## src/rtl/uart_rx.sv

```systemverilog
// uart_rx -- 8N1 asynchronous serial receiver.
//
// The receiver synchronizes rxd with two flops. It qualifies the start bit at
// its midpoint, then samples eight data bits LSB-first, one bit time apart.
// A byte is published only when the stop bit samples high. A low stop bit
// reports a framing error, and the FSM then waits for the line to return high
// so that a held-low break yields a single error.
//
// Ports
//   sysclk     in   system clock, all state changes on its rising edge
//   reset      in   asynchronous active-high reset
//   rxd        in   serial line (asynchronous to sysclk, idle high)
//   rx_data    out  last correctly framed byte
//   rx_status  out  one-cycle pulse when rx_data is updated
//   frame_err  out  one-cycle pulse when the stop bit is sampled low
//
// state     | meaning
// ----------+--------------------------------------------------------------
// IDLE      | line idle, waiting for a falling edge on rxd_s
// START     | timing to mid start bit; a high level there is a glitch
// DATA      | sampling 8 data bits, one every CLKS_PER_BIT cycles
// STOP      | timing to mid stop bit; high publishes, low is a framing error
// WAIT_HIGH | after a framing error, hold until the line returns high

module uart_rx #(
   parameter int CLKS_PER_BIT = 5208
) (
   input  logic       sysclk,
   input  logic       reset,
   input  logic       rxd,
   output logic [7:0] rx_data,
   output logic       rx_status,
   output logic       frame_err
);

   localparam int CW = (CLKS_PER_BIT > 2) ? $clog2(CLKS_PER_BIT) : 1;
   localparam logic [CW-1:0] CNT_FULL = CW'(CLKS_PER_BIT - 1);
   localparam logic [CW-1:0] CNT_HALF = CW'(CLKS_PER_BIT / 2 - 1);

   typedef enum logic [2:0] {
      IDLE      = 3'd0,
      START     = 3'd1,
      DATA      = 3'd2,
      STOP      = 3'd3,
      WAIT_HIGH = 3'd4
   } state_t;

   state_t        state_q, state_d;
   logic [CW-1:0] cnt_q, cnt_d;
   logic [2:0]    idx_q, idx_d;
   logic [7:0]    shift_q, shift_d;
   logic [7:0]    data_d;
   logic          status_d, ferr_d;
   logic          rxd_m, rxd_s;

   // Synchronizer flops reset high so that reset itself never looks like a start bit.
   always_ff @(posedge sysclk or posedge reset) begin
      if (reset) begin
         rxd_m <= 1'b1;
         rxd_s <= 1'b1;
      end else begin
         rxd_m <= rxd;
         rxd_s <= rxd_m;
      end
   end

   always_ff @(posedge sysclk or posedge reset) begin
      if (reset) begin
         state_q   <= IDLE;
         cnt_q     <= '0;
         idx_q     <= '0;
         shift_q   <= '0;
         rx_data   <= '0;
         rx_status <= 1'b0;
         frame_err <= 1'b0;
      end else begin
         state_q   <= state_d;
         cnt_q     <= cnt_d;
         idx_q     <= idx_d;
         shift_q   <= shift_d;
         rx_data   <= data_d;
         rx_status <= status_d;
         frame_err <= ferr_d;
      end
   end

   always_comb begin
      state_d  = state_q;
      cnt_d    = cnt_q + CW'(1);
      idx_d    = idx_q;
      shift_d  = shift_q;
      data_d   = rx_data;
      status_d = 1'b0;
      ferr_d   = 1'b0;
      case (state_q)
         IDLE: begin
            cnt_d = '0;
            idx_d = '0;
            if (!rxd_s) state_d = START;
         end
         START: begin
            if (cnt_q == CNT_HALF) begin
               cnt_d   = '0;
               state_d = rxd_s ? IDLE : DATA;
            end
         end
         DATA: begin
            if (cnt_q == CNT_FULL) begin
               cnt_d   = '0;
               shift_d = {rxd_s, shift_q[7:1]};
               idx_d   = idx_q + 3'd1;
               if (idx_q == 3'd7) state_d = STOP;
            end
         end
         STOP: begin
            if (cnt_q == CNT_FULL) begin
               cnt_d = '0;
               if (rxd_s) begin
                  data_d   = shift_q;
                  status_d = 1'b1;
                  state_d  = IDLE;
               end else begin
                  ferr_d  = 1'b1;
                  state_d = WAIT_HIGH;
               end
            end
         end
         WAIT_HIGH: begin
            cnt_d = '0;
            if (rxd_s) state_d = IDLE;
         end
         default: begin
            cnt_d   = '0;
            state_d = IDLE;
         end
      endcase
   end

endmodule

```

## config.mk

```make
export PLATFORM = sky130hd
export DESIGN_NAME = uart_rx
export DESIGN_NICKNAME = d
export VERILOG_FILES = /design/src/rtl/uart_rx.sv
export SDC_FILE = /design/constraint.sdc
export NUM_CORES = 1
export LEC_CHECK = 0
export ABC_AREA = 1
export BUFFER_PORTS_ARGS = -buffer_cell sky130_fd_sc_hd__clkbuf_2
export CAP_MARGIN = 20
export CORE_ASPECT_RATIO = 1.2
export CORE_UTILIZATION = 40
export DETAILED_ROUTE_END_ITERATION = 12
export GPL_ROUTABILITY_DRIVEN = 0
export SLEW_MARGIN = 40
export SYNTH_ARGS = -nofsm -noshare
export SYNTH_HDL_FRONTEND = slang
export SYNTH_SLANG_ARGS = --single-unit
```

## constraint.sdc

```tcl
create_clock -name sysclk -period 4.1 [get_ports sysclk]
set_input_delay 0.41 -clock sysclk [delete_from_list [all_inputs] [get_ports sysclk]]
set_output_delay 0.41 -clock sysclk [all_outputs]
set_load 0.005 [all_outputs]
```

==> results of run 1 <==
[worst max-delay path by stage]
stage / endpoint / startpoint / slack (ns) / depth (start not counted)
2_1_floorplan: cnt_q[2] / cnt_q[0] / 2.66 / 7
5_1_grt: state_q[1] / cnt_q[0] / 2.16 / 8
4_1_cts: state_q[1] / cnt_q[0] / 2.33 / 8
3_5_place_dp: state_q[1] / cnt_q[0] / 2.36 / 8
6_report: state_q[1] / cnt_q[0] / 2.34 / 8
3_3_place_gp: state_q[1] / cnt_q[0] / 2.42 / 8
[area by class of cell]
type | count | area (um2) | area share, %
timing repair buffer | 13 | 67.6 | 3.16
multi-input combinational | 164 | 815 | 38.1
tap | 58 | 72.6 | 3.39
sequential | 39 | 978 | 45.7
inverter | 25 | 93.8 | 4.39
clock inverter | 3 | 43.8 | 2.05
clock buffer | 5 | 68.8 | 3.22
[logic make-up (layout without fill, tap and decap cells)]
family	after synthesis	in the layout	share of synthesized area, %
and+or+nand+nor	132	132	31.2
DFF	39	39	51.2
buffers and inverters	28	46	6.09
AOI/OAI and AO/OA	21	21	5.83
xor gates and xnor gates	8	8	3.67
adders and majority gates	3	3	1.97
[power by group through the flow]
stage	logic, uW	clock network (uW)	registers (uW)
floorplan	7.04	0	395
global placement	11.4	0	395
detailed placement	11.5	0	395
CTS	11.4	332	387
global route	13.0	348	388
finish	10.5	321	387
[stage by stage]
| stage | instance area, um2 | std cells |
|---|---|---|
| floorplan | 1910 | 231 |
| global route | 2140 | 307 |
| CTS | 2140 | 307 |
| finish | 2140 | 307 |
| detailed placement | 2030 | 299 |
| global placement | 2030 | 299 |
[Yosys cell counts, types with 3 or more instances]
cell type / count
a21oi_1: 11
buf_4: 3
dfrtp_1: 37
ha_1: 3
inv_1: 22
inv_2: 3
nand2_1: 85
nand3_1: 9
nand4_1: 6
nor2_1: 17
nor3_1: 6
o21ai_0: 7
xor2_1: 7
[state kept, by name (all words and copies together), names as in the netlist]
name       cells
rxd_s          1
rxd_m          1
rx_status      1
rx_data        8
idx_q          3
shift_q        8
cnt_q         13
frame_err      1
state_q        3
[metal layers]
metal | track usage [%] | up-vias | wire [um]
li1 | - | 762 | -
met1 | 21.0 | 665 | 1710
met2 | 27.5 | 15 | 1710
met3 | 4.41 | 7 | 96
met4 | 5.87 | 0 | 65
met5 | 0 | - | 0
[worst max-delay path: cells and delay by family (launching register included)]
| kind | cells | cell delay [ns] |
|---|---|---|
| AND/OR/NAND/NOR | 7 | 0.97 |
| flip-flops | 1 | 0.42 |
| adder cells (fa/ha/maj) | 1 | 0.26 |
==> out/qor.yml, run 1 <==
placed_design:
  hpwl_mm: 2.47
  dp_slack_ns: 2.36
  numPortBuffers: 12
sta:
  final.period_utilization_pct: 42.8
  fin_worst_skew_ns: 0.0140
  fin_hold_ws_ns: 0.199
  fmax_mhz: 569
  tightest_slew_ns: 0.603
  rsz0062_at_grt: "false"
  drv_slew: 0
  timing.slew.headroom_pct: 59.7
  setup_ws_ns: 2.34
  fin_crit_ns: 1.76
  hold_viol: 0
  finalSetupTns_ns: 0
  setup_viol: 0
clocking:
  clock_sinks: 39
  h-tree-depth: 2
  cts_root_buf: "clkbuf_8"
  cts_buffer_depth: 2
  clock_latency_ns: 0.30
  postCtsSetupRepairBufs: 0
  ctsResizeCount: 0
  clk_pin_slew_ns: 0.08
  cts_hold_buf: 0
  cts_buffers: 5
  cts_tree: "done"
layout:
  diodes: 0
  area_growth_pct: 12.1
  nets: 254
  final_cell_mix: "85 x nand2_1, 37 x dfrtp_1, 22 x inv_1"
  fin_util_pct: 46.6
  nFillCells: 488
  drive_above_1_share_pct: 14.5
  mostFrequentLayoutCell: "nand2_1"
setup_path:
  start_kind: "register"
  ff2ff_path_depth: 8
  crit_type: "reg2reg"
  reg2reg_from: "cnt_q[0]"
  cp_common_cell: "nand2_1"
  end_kind: "register"
  regToRegEndpoint: "state_q[1]"
  path_max_fanout: 18
  cp.arrival_ns: 1.94
  crit_slowest_cell: "nand2_1"
  crit_chain: "ha_1 -> nand2_1 -> nor2_1 -> nand3_1 -> nand2_1 -> nand3_1 -> nand2_1 -> nand2_1"
  regToRegSetupSlack_ns: 2.34
  cp.required_ns: 4.29
  slowest_delay_ns: 0.46
pwr:
  intPower_uw: 569
  p_leak_uw: 0.00108
  p_total_uw: 718
  p_sw_uw: 149
  power.density_nw_per_um2: 336
  peakVddDrop_mv: 0.186
  sequentialPowerShare_pct: 53.9
  p_comb_share_pct: 1.5
  clockPowerShare_pct: 44.6
  switching_share_pct: 20.8
routing:
  routedWlPerCell_um: 11.7
  drc: 0
  postRouteAntennaNets: 0
  dr_total_vias: 1449
  drt-total-wl_mm: 3.59
  drtIter0Drc: 38
  dr.pass1.iters: 4
  vias_per_cell: 4.72
floorplan:
  die_area_um2: 5050
  start_util_pct: 41.6
  core.rowCount: 27
  boundaryPins: 13
  die_w_um: 65.1
  fp.dieH_um: 77.7
  coreArea_um2: 4590
global_routing:
  grt_pass1_wl_mm: 6.46
  grt_pass1_vias: 1427
  grt_overflow: 0
  grt_antenna_before_repair: 0
  grt_max_degree: 40
  grt_use_total_pct: 16.7
synthesis:
  synthDistinctLibCells: 25
  synth_area_leaders: "dfrtp_1 48%, nand2_1 17%, inv_1 4.3%"
  syn_area_um2: 1910
  synth_top_area_share_pct: 48.5
  synth_area_per_cell_um2: 8.27
  ys_warn_count: 0
  syn_inst: 231
  ys_ff_latch: 39
  synth_area_leader_cell: "dfrtp_1"
  ys.flop_type: "dfrtp_1"
  ys_seq_area_share_pct: 51.2
  syn_nets: 237
  synth_enable_flop_cells: 0
  async_flop_share_pct: 100
outcome:
  status: "complete, no violations"
job:
  cap_violations: 0
min_path:
  min_path_type: "in2async"
(Power assumes the default switching activity.)
==> run 2, diff against run 1 <==
==> constraint.sdc (replaced) <==
create_clock -name sysclk -period 1.5 [get_ports sysclk]
set_input_delay 0.15 -clock sysclk [delete_from_list [all_inputs] [get_ports sysclk]]
set_output_delay 0.15 -clock sysclk [all_outputs]
set_load 0.005 [all_outputs]
==> run 2 against run 1 <==
Net effect: maximum frequency rose by 21%; critical path depth fell by 1; first-iteration DRC count rose by 76%; routed wire length rose by 9.8%; sequential cell count did not move; clock-buffer cell count rose by 3; highest routed layer unchanged; worst hold slack improved by 0.16 ns; largest power group unchanged; sequential power rose to 2.7 times the previous value.
==> out/qor.yml, run 2 (synthesis results as in run 1) <==
outcome:
  status: "complete, no violations"
global_routing:
  grt_use_total_pct: 17.7  # +1.0 points
  grt_antenna_before_repair: 0  # unchanged
  grt_overflow: 0  # unchanged
  grt_pass1_wl_mm: 6.71  # +3.9%
  grt_max_degree: 40  # unchanged
  grt_pass1_vias: 1565  # +9.7%
floorplan:
  fp.dieH_um: 77.7  # unchanged
  start_util_pct: 41.6  # unchanged
  boundaryPins: 13  # unchanged
  die_w_um: 65.1  # unchanged
  die_area_um2: 5050  # unchanged
  coreArea_um2: 4590  # unchanged
  core.rowCount: 27  # unchanged
setup_path:
  path_max_fanout: 7  # -11
  ff2ff_path_depth: 7  # -1
  cp_common_cell: "nor2_4"
  crit_slowest_cell: "dfrtp_1"
  regToRegEndpoint: "shift_q[1]"
  regToRegSetupSlack_ns: 0.04  # -2.30 ns
  path_buf_inv: 1  # +1
  cp.required_ns: 1.68  # -2.61 ns
  slowest_delay_ns: 0.40  # -0.06 ns
  end_kind: "register"
  crit_chain: "ha_4 -> nand2_4 -> nor2_4 -> nand3_4 -> nor2_4 -> buf_4 -> o21ai_0"
  crit_type: "reg2reg"
  reg2reg_from: "cnt_q[1]"
  path_delay_family: "simple AND/OR/NAND/NOR gates"
  start_kind: "register"
  cp.arrival_ns: 1.63  # -0.31 ns
  cp.depth: 7  # -1
sta:
  fin_crit_ns: 1.46  # -0.301 ns
  fin_worst_skew_ns: 0.00840  # -0.00561 ns
  hold_viol: 0  # unchanged
  fmax_mhz: 687  # +21%
  tightest_slew_ns: 0.489  # -0.114 ns
  setup_viol: 0  # unchanged
  setup_ws_ns: 0.0449  # -2.30 ns
  drv_slew: 0  # unchanged
  timing.slew.headroom_pct: 67.4  # +7.7 points
  fin_hold_ws_ns: 0.356  # +0.157 ns
  finalSetupTns_ns: 0  # unchanged
  rsz0062_at_grt: "true"
  final.period_utilization_pct: 97.0  # +54 points
layout:
  final_cell_mix: "83 x nand2_1, 35 x dfrtp_1, 21 x inv_1, 21 x buf_4, 15 x nor2_1"
  diodes: 0  # unchanged
  nets: 279  # +9.8%
  multiInputGateArea_um2: 857  # +5.2%
  nFillCells: 449  # -8.0%
  final_cell_area_um2: 2390  # +12%
  regArea_um2: 981  # +0.26%
  area_growth_pct: 25.1
  largest-register: "cnt_q"
  mostFrequentLayoutCell: "nand2_1"
  largest_reg_flops: 13  # unchanged
  largestRegisters: "cnt_q: 13 flops, rx_data: 8 flops, shift_q: 8 flops"
  drive_above_1_share_pct: 24.1  # +9.6 points
clocking:
  cts_tree: "done"
  clk_pin_slew_ns: 0.08  # about the same
  h-tree-depth: 2  # unchanged
  cts_root_buf: "clkbuf_8"
  clock_sinks: 39  # unchanged
  cts_buffer_depth: 2  # unchanged
  clock_latency_ns: 0.29  # about the same
  cts_buffers: 5  # unchanged
routing:
  vias_per_cell: 4.64  # -1.6%
  dr.pass1.iters: 4  # unchanged
  postRouteAntennaNets: 0  # unchanged
  drtIter0Drc: 67  # +76%
  dr_total_vias: 1542  # +6.4%
  routedWlPerCell_um: 11.9  # +1.6%
  drt-total-wl_mm: 3.94  # +9.8%
  drc: 0  # unchanged
placed_design:
  hpwl_mm: 2.81  # +14%
  placed_area_um2: 2180  # +7.5%
  numPortBuffers: 12  # unchanged
  dp_slack_ns: -0.0181  # -2.38 ns
min_path:
  hold_end: "rxd_s"
  min_from: "rxd_m"
  min_path_type: "reg2reg"
  hold_depth: 0
job:
  cap_violations: 0  # unchanged
pwr:
  p_leak_uw: 0.00121  # +12%
  peakVddDrop_mv: 0.571  # +210%
  power.density_nw_per_um2: 788  # +130%
==> run 2: timing repair <==
item | CTS | global route
endpoints found under the hold margin | 38 | 0
resized for setup | 1 | 13
cloned | 1 | 0
pin swaps | 1 | 7
buffers inserted | 0 | 5
setup endpoints to repair | 7 | 35
hold buffers | 2 | 0
==> run 2: through the flow <==
stage / instances / utilization, % / total power [uW]
floorplan: 231 / - / 1100
global placement: 316 / 47.4 / 1110
detailed placement: 316 / 47.4 / 1110
CTS: 327 / 50.3 / 1890
global route: 332 / 52.0 / 1960
finish: 332 / 52.0 / 1880
==> run 2: power breakdown <==
group	leakage (uW)	total (uW)	internal, uW	switching, uW
combinational	0.000640	42.9	15.0	27.9
clock	0.0000515	781	420	361
sequential	0.000521	1060	1060	2.83
==> run 2: how the worst max path moves through the flow <==
stage,end,slack (ns),startpoint
2_1_floorplan,cnt_q[2],0.06,cnt_q[0]
3_3_place_gp,rx_data[0],0.02,cnt_q[1]
3_5_place_dp,rx_data[0],-0.02,cnt_q[1]
4_1_cts,cnt_q[1],-0.007,cnt_q[1]
5_1_grt,cnt_q[8],-0.07,cnt_q[1]
6_report,shift_q[1],0.04,cnt_q[1]
==> run 2: per-layer routing <==
layer  vias up  wire [um]  GRT usage, %
met5         -          0             0
met4         0         67          6.74
met1       705       1840          20.6
li1        815          -             -
met2        16       1930          30.5
met3         6        106          4.85
==> run 2: final cells by class <==
class / count / share of cell area [%]
multi-input cells: 165 / 35.9
inverters: 25 / 4.19
repair buffers: 37 / 11.6
well taps: 58 / 3.04
flip-flops and latches: 39 / 41.1
clock buffers: 8 / 4.19
==> run 2: worst register-to-register path: stages, from the launching register on <==
cell     delay [ns]
dfrtp_1        0.40
ha_4           0.18
nand2_4        0.06
nor2_4         0.11
nand3_4        0.15
nor2_4         0.20
buf_4          0.17
o21ai_0        0.08
==> run 3, diff against run 2 <==
--- a/config.mk
+++ b/config.mk
@@ -9,9 +9,10 @@
 export BUFFER_PORTS_ARGS = -buffer_cell sky130_fd_sc_hd__clkbuf_2
 export CAP_MARGIN = 20
 export CORE_ASPECT_RATIO = 1.2
-export CORE_UTILIZATION = 40
+export CORE_UTILIZATION = 50
 export DETAILED_ROUTE_END_ITERATION = 12
 export GPL_ROUTABILITY_DRIVEN = 0
+export PLACE_DENSITY = 0.71
 export SLEW_MARGIN = 40
 export SYNTH_ARGS = -nofsm -noshare
 export SYNTH_HDL_FRONTEND = slang
==> run 3 against run 2 <==
Net effect: sequential cell count unchanged; sequential share of layout area is 0.71 points higher; die area fell by 19%; sequential power barely moved; via count up 1.1%; critical path type unchanged.
==> out/qor.yml, run 3 (synthesis results as in run 1) <==
floorplan:
  die_area_um2: 4070  # -19%
  start_util_pct: 52.5  # +11 points
  core.rowCount: 24  # -11%
  fp.dieH_um: 69.7  # -10%
  boundaryPins: 13  # unchanged
  coreArea_um2: 3630  # -21%
  die_w_um: 58.4  # -10%
sta:
  setup_viol: 0  # unchanged
  rsz0062_at_grt: "true"
  setup_ws_ns: 0.0845  # +0.0396 ns
  fin_crit_ns: 1.42  # -0.0396 ns
  drv_slew: 0  # unchanged
  hold_viol: 0  # unchanged
  final.period_utilization_pct: 94.4  # -2.6 points
  timing.slew.headroom_pct: 71.7  # +4.3 points
  tightest_slew_ns: 0.424  # -0.0653 ns
  fin_hold_ws_ns: 0.358  # +0.00183 ns
  fin_worst_skew_ns: 0.00827  # -0.000132 ns
  fmax_mhz: 706  # +2.8%
clocking:
  clk_pin_slew_ns: 0.07  # about the same
  clock_sinks: 39  # unchanged
  cts_buffer_depth: 2  # unchanged
  cts_buffers: 5  # unchanged
  h-tree-depth: 2  # unchanged
  clock_latency_ns: 0.29  # about the same
  cts_tree: "done"
  cts_root_buf: "clkbuf_8"
layout:
  nets: 275  # -1.4%
  area_growth_pct: 22.8
  final_cell_mix: "81 x nand2_1, 36 x dfrtp_1, 20 x inv_1"
  drive_above_1_share_pct: 25.2  # +1.1 points
  largest-register: "cnt_q"
  mostFrequentLayoutCell: "nand2_1"
  diodes: 0  # unchanged
  largestRegisters: "cnt_q: 13 flops, rx_data: 8 flops, shift_q: 8 flops"
  largest_reg_flops: 13  # unchanged
  nFillCells: 314  # -30%
  final_cell_area_um2: 2340  # -1.8%
  fin_util_pct: 64.5  # +13 points
  final_cells: 322  # -3.0%
setup_path:
  cp.arrival_ns: 1.64  # about the same
  cp.required_ns: 1.73  # +0.05 ns
  regToRegSetupSlack_ns: 0.08  # +0.04 ns
  path_max_fanout: 6  # -1
  crit_type: "reg2reg"
  end_kind: "register"
  start_kind: "register"
pwr:
  p_leak_uw: 0.00119  # -1.9%
  power.density_nw_per_um2: 762  # -3.3%
  peakVddDrop_mv: 0.691  # +21%
routing:
  drc: 0  # unchanged
  drt-total-wl_mm: 3.73  # -5.3%
  dr.pass1.iters: 4  # unchanged
  postRouteAntennaNets: 0  # unchanged
  dr_total_vias: 1559  # +1.1%
  routedWlPerCell_um: 11.6  # -2.4%
  drtIter0Drc: 83  # +24%
  vias_per_cell: 4.84  # +4.2%
placed_design:
  hpwl_mm: 2.81  # about the same
  placed_area_um2: 2170  # -0.34%
  dp_slack_ns: 0.0485  # +0.0666 ns
  dp_cells: 310  # -1.9%
  numPortBuffers: 12  # unchanged
min_path:
  min_path_type: "reg2reg"
global_routing:
  grt_max_degree: 24  # -40%
  grt_use_total_pct: 21.7  # +4.0 points
  grt_overflow: 0  # unchanged
  grt_pass1_vias: 1565  # unchanged
  grt_pass1_wl_mm: 6.61  # -1.5%
  grt_antenna_before_repair: 0  # unchanged
outcome:
  status: "complete, no violations"
job:
  cap_violations: 0  # unchanged
run 3: cell types whose count changed in the layout (fill, tap and decap cells not counted), sizes merged:
| cell | delta |
|---|---|
| buf | -3 |
| clkbuf | -2 |
| nor3 | -1 |
| clkinv | +1 |
| inv | +1 |
run 3: routing by layer:
layer | share of wire, % | up-vias | GRT usage [%]
met4 | 2.1 | 0 | 11.9
met3 | 3.1 | 7 | 6.16
met1 | 42 | 722 | 25.3
met2 | 53 | 24 | 35.5
li1 | - | 806 | -
met5 | 0 | - | 0
run 3: power breakdown:
part / internal [uW] / total, uW / leakage, uW / switching (uW)
Sequential: 1060 / 1060 / 0.000522 / 3.14
Clock: 325 / 689 / 0.0000412 / 364
Combinational: 13.3 / 38.9 / 0.000627 / 25.6
Total: 1390 / 1790 / 0.00119 / 393
run 3: worst paths after layout:
path                           from         to  cells after the start
min in group asynchronous     reset  cnt_q[12]                      3
hold reg to reg               rxd_m      rxd_s                      0
max in group asynchronous     reset      rxd_s                      4
hold / removal                rxd_m      rxd_s                      0
setup / recovery           cnt_q[1]   idx_q[0]                      8
setup reg to reg           cnt_q[1]   idx_q[0]                      8
run 3: metrics by stage:
step           total power (uW)  TNS, ns
2_1_floorplan              1100        0
3_3_place_gp               1120        0
3_5_place_dp               1120        0
4_1_cts                    1810        0
5_1_grt                    1850  -0.0603
6_report                   1790        0
run 3: worst max-delay path, stage by stage (launching register included):
cell and delay, ns:
dfrtp_1 0.35, ha_2 0.19, nand2_2 0.08, nor2_4 0.11, nand3_4 0.12, nor2_4 0.23, buf_4 0.15, nand2_1 0.05
nand2_1 0.07
run 3: cell type report:
| type | instances | area [um2] | share of cell area [%] |
|---|---|---|---|
| Timing Repair Buffer | 34 | 263 | 11.2 |
| Sequential cell | 39 | 980 | 41.8 |
| Multi-Input combinational cell | 164 | 856 | 36.5 |
| Inverter | 25 | 96.3 | 4.11 |
| Tap cell | 52 | 65.1 | 2.77 |
| Clock inverter | 2 | 12.5 | 0.534 |
| Clock buffer | 6 | 72.6 | 3.09 |
run 3: repair_timing:
item / in CTS / in global routing
endpoints found under the hold margin: 9 / 0
hold buffers: 2 / 0
resized for setup: 0 / 23
endpoints found under the setup margin: 0 / 27
buffers inserted: 0 / 2
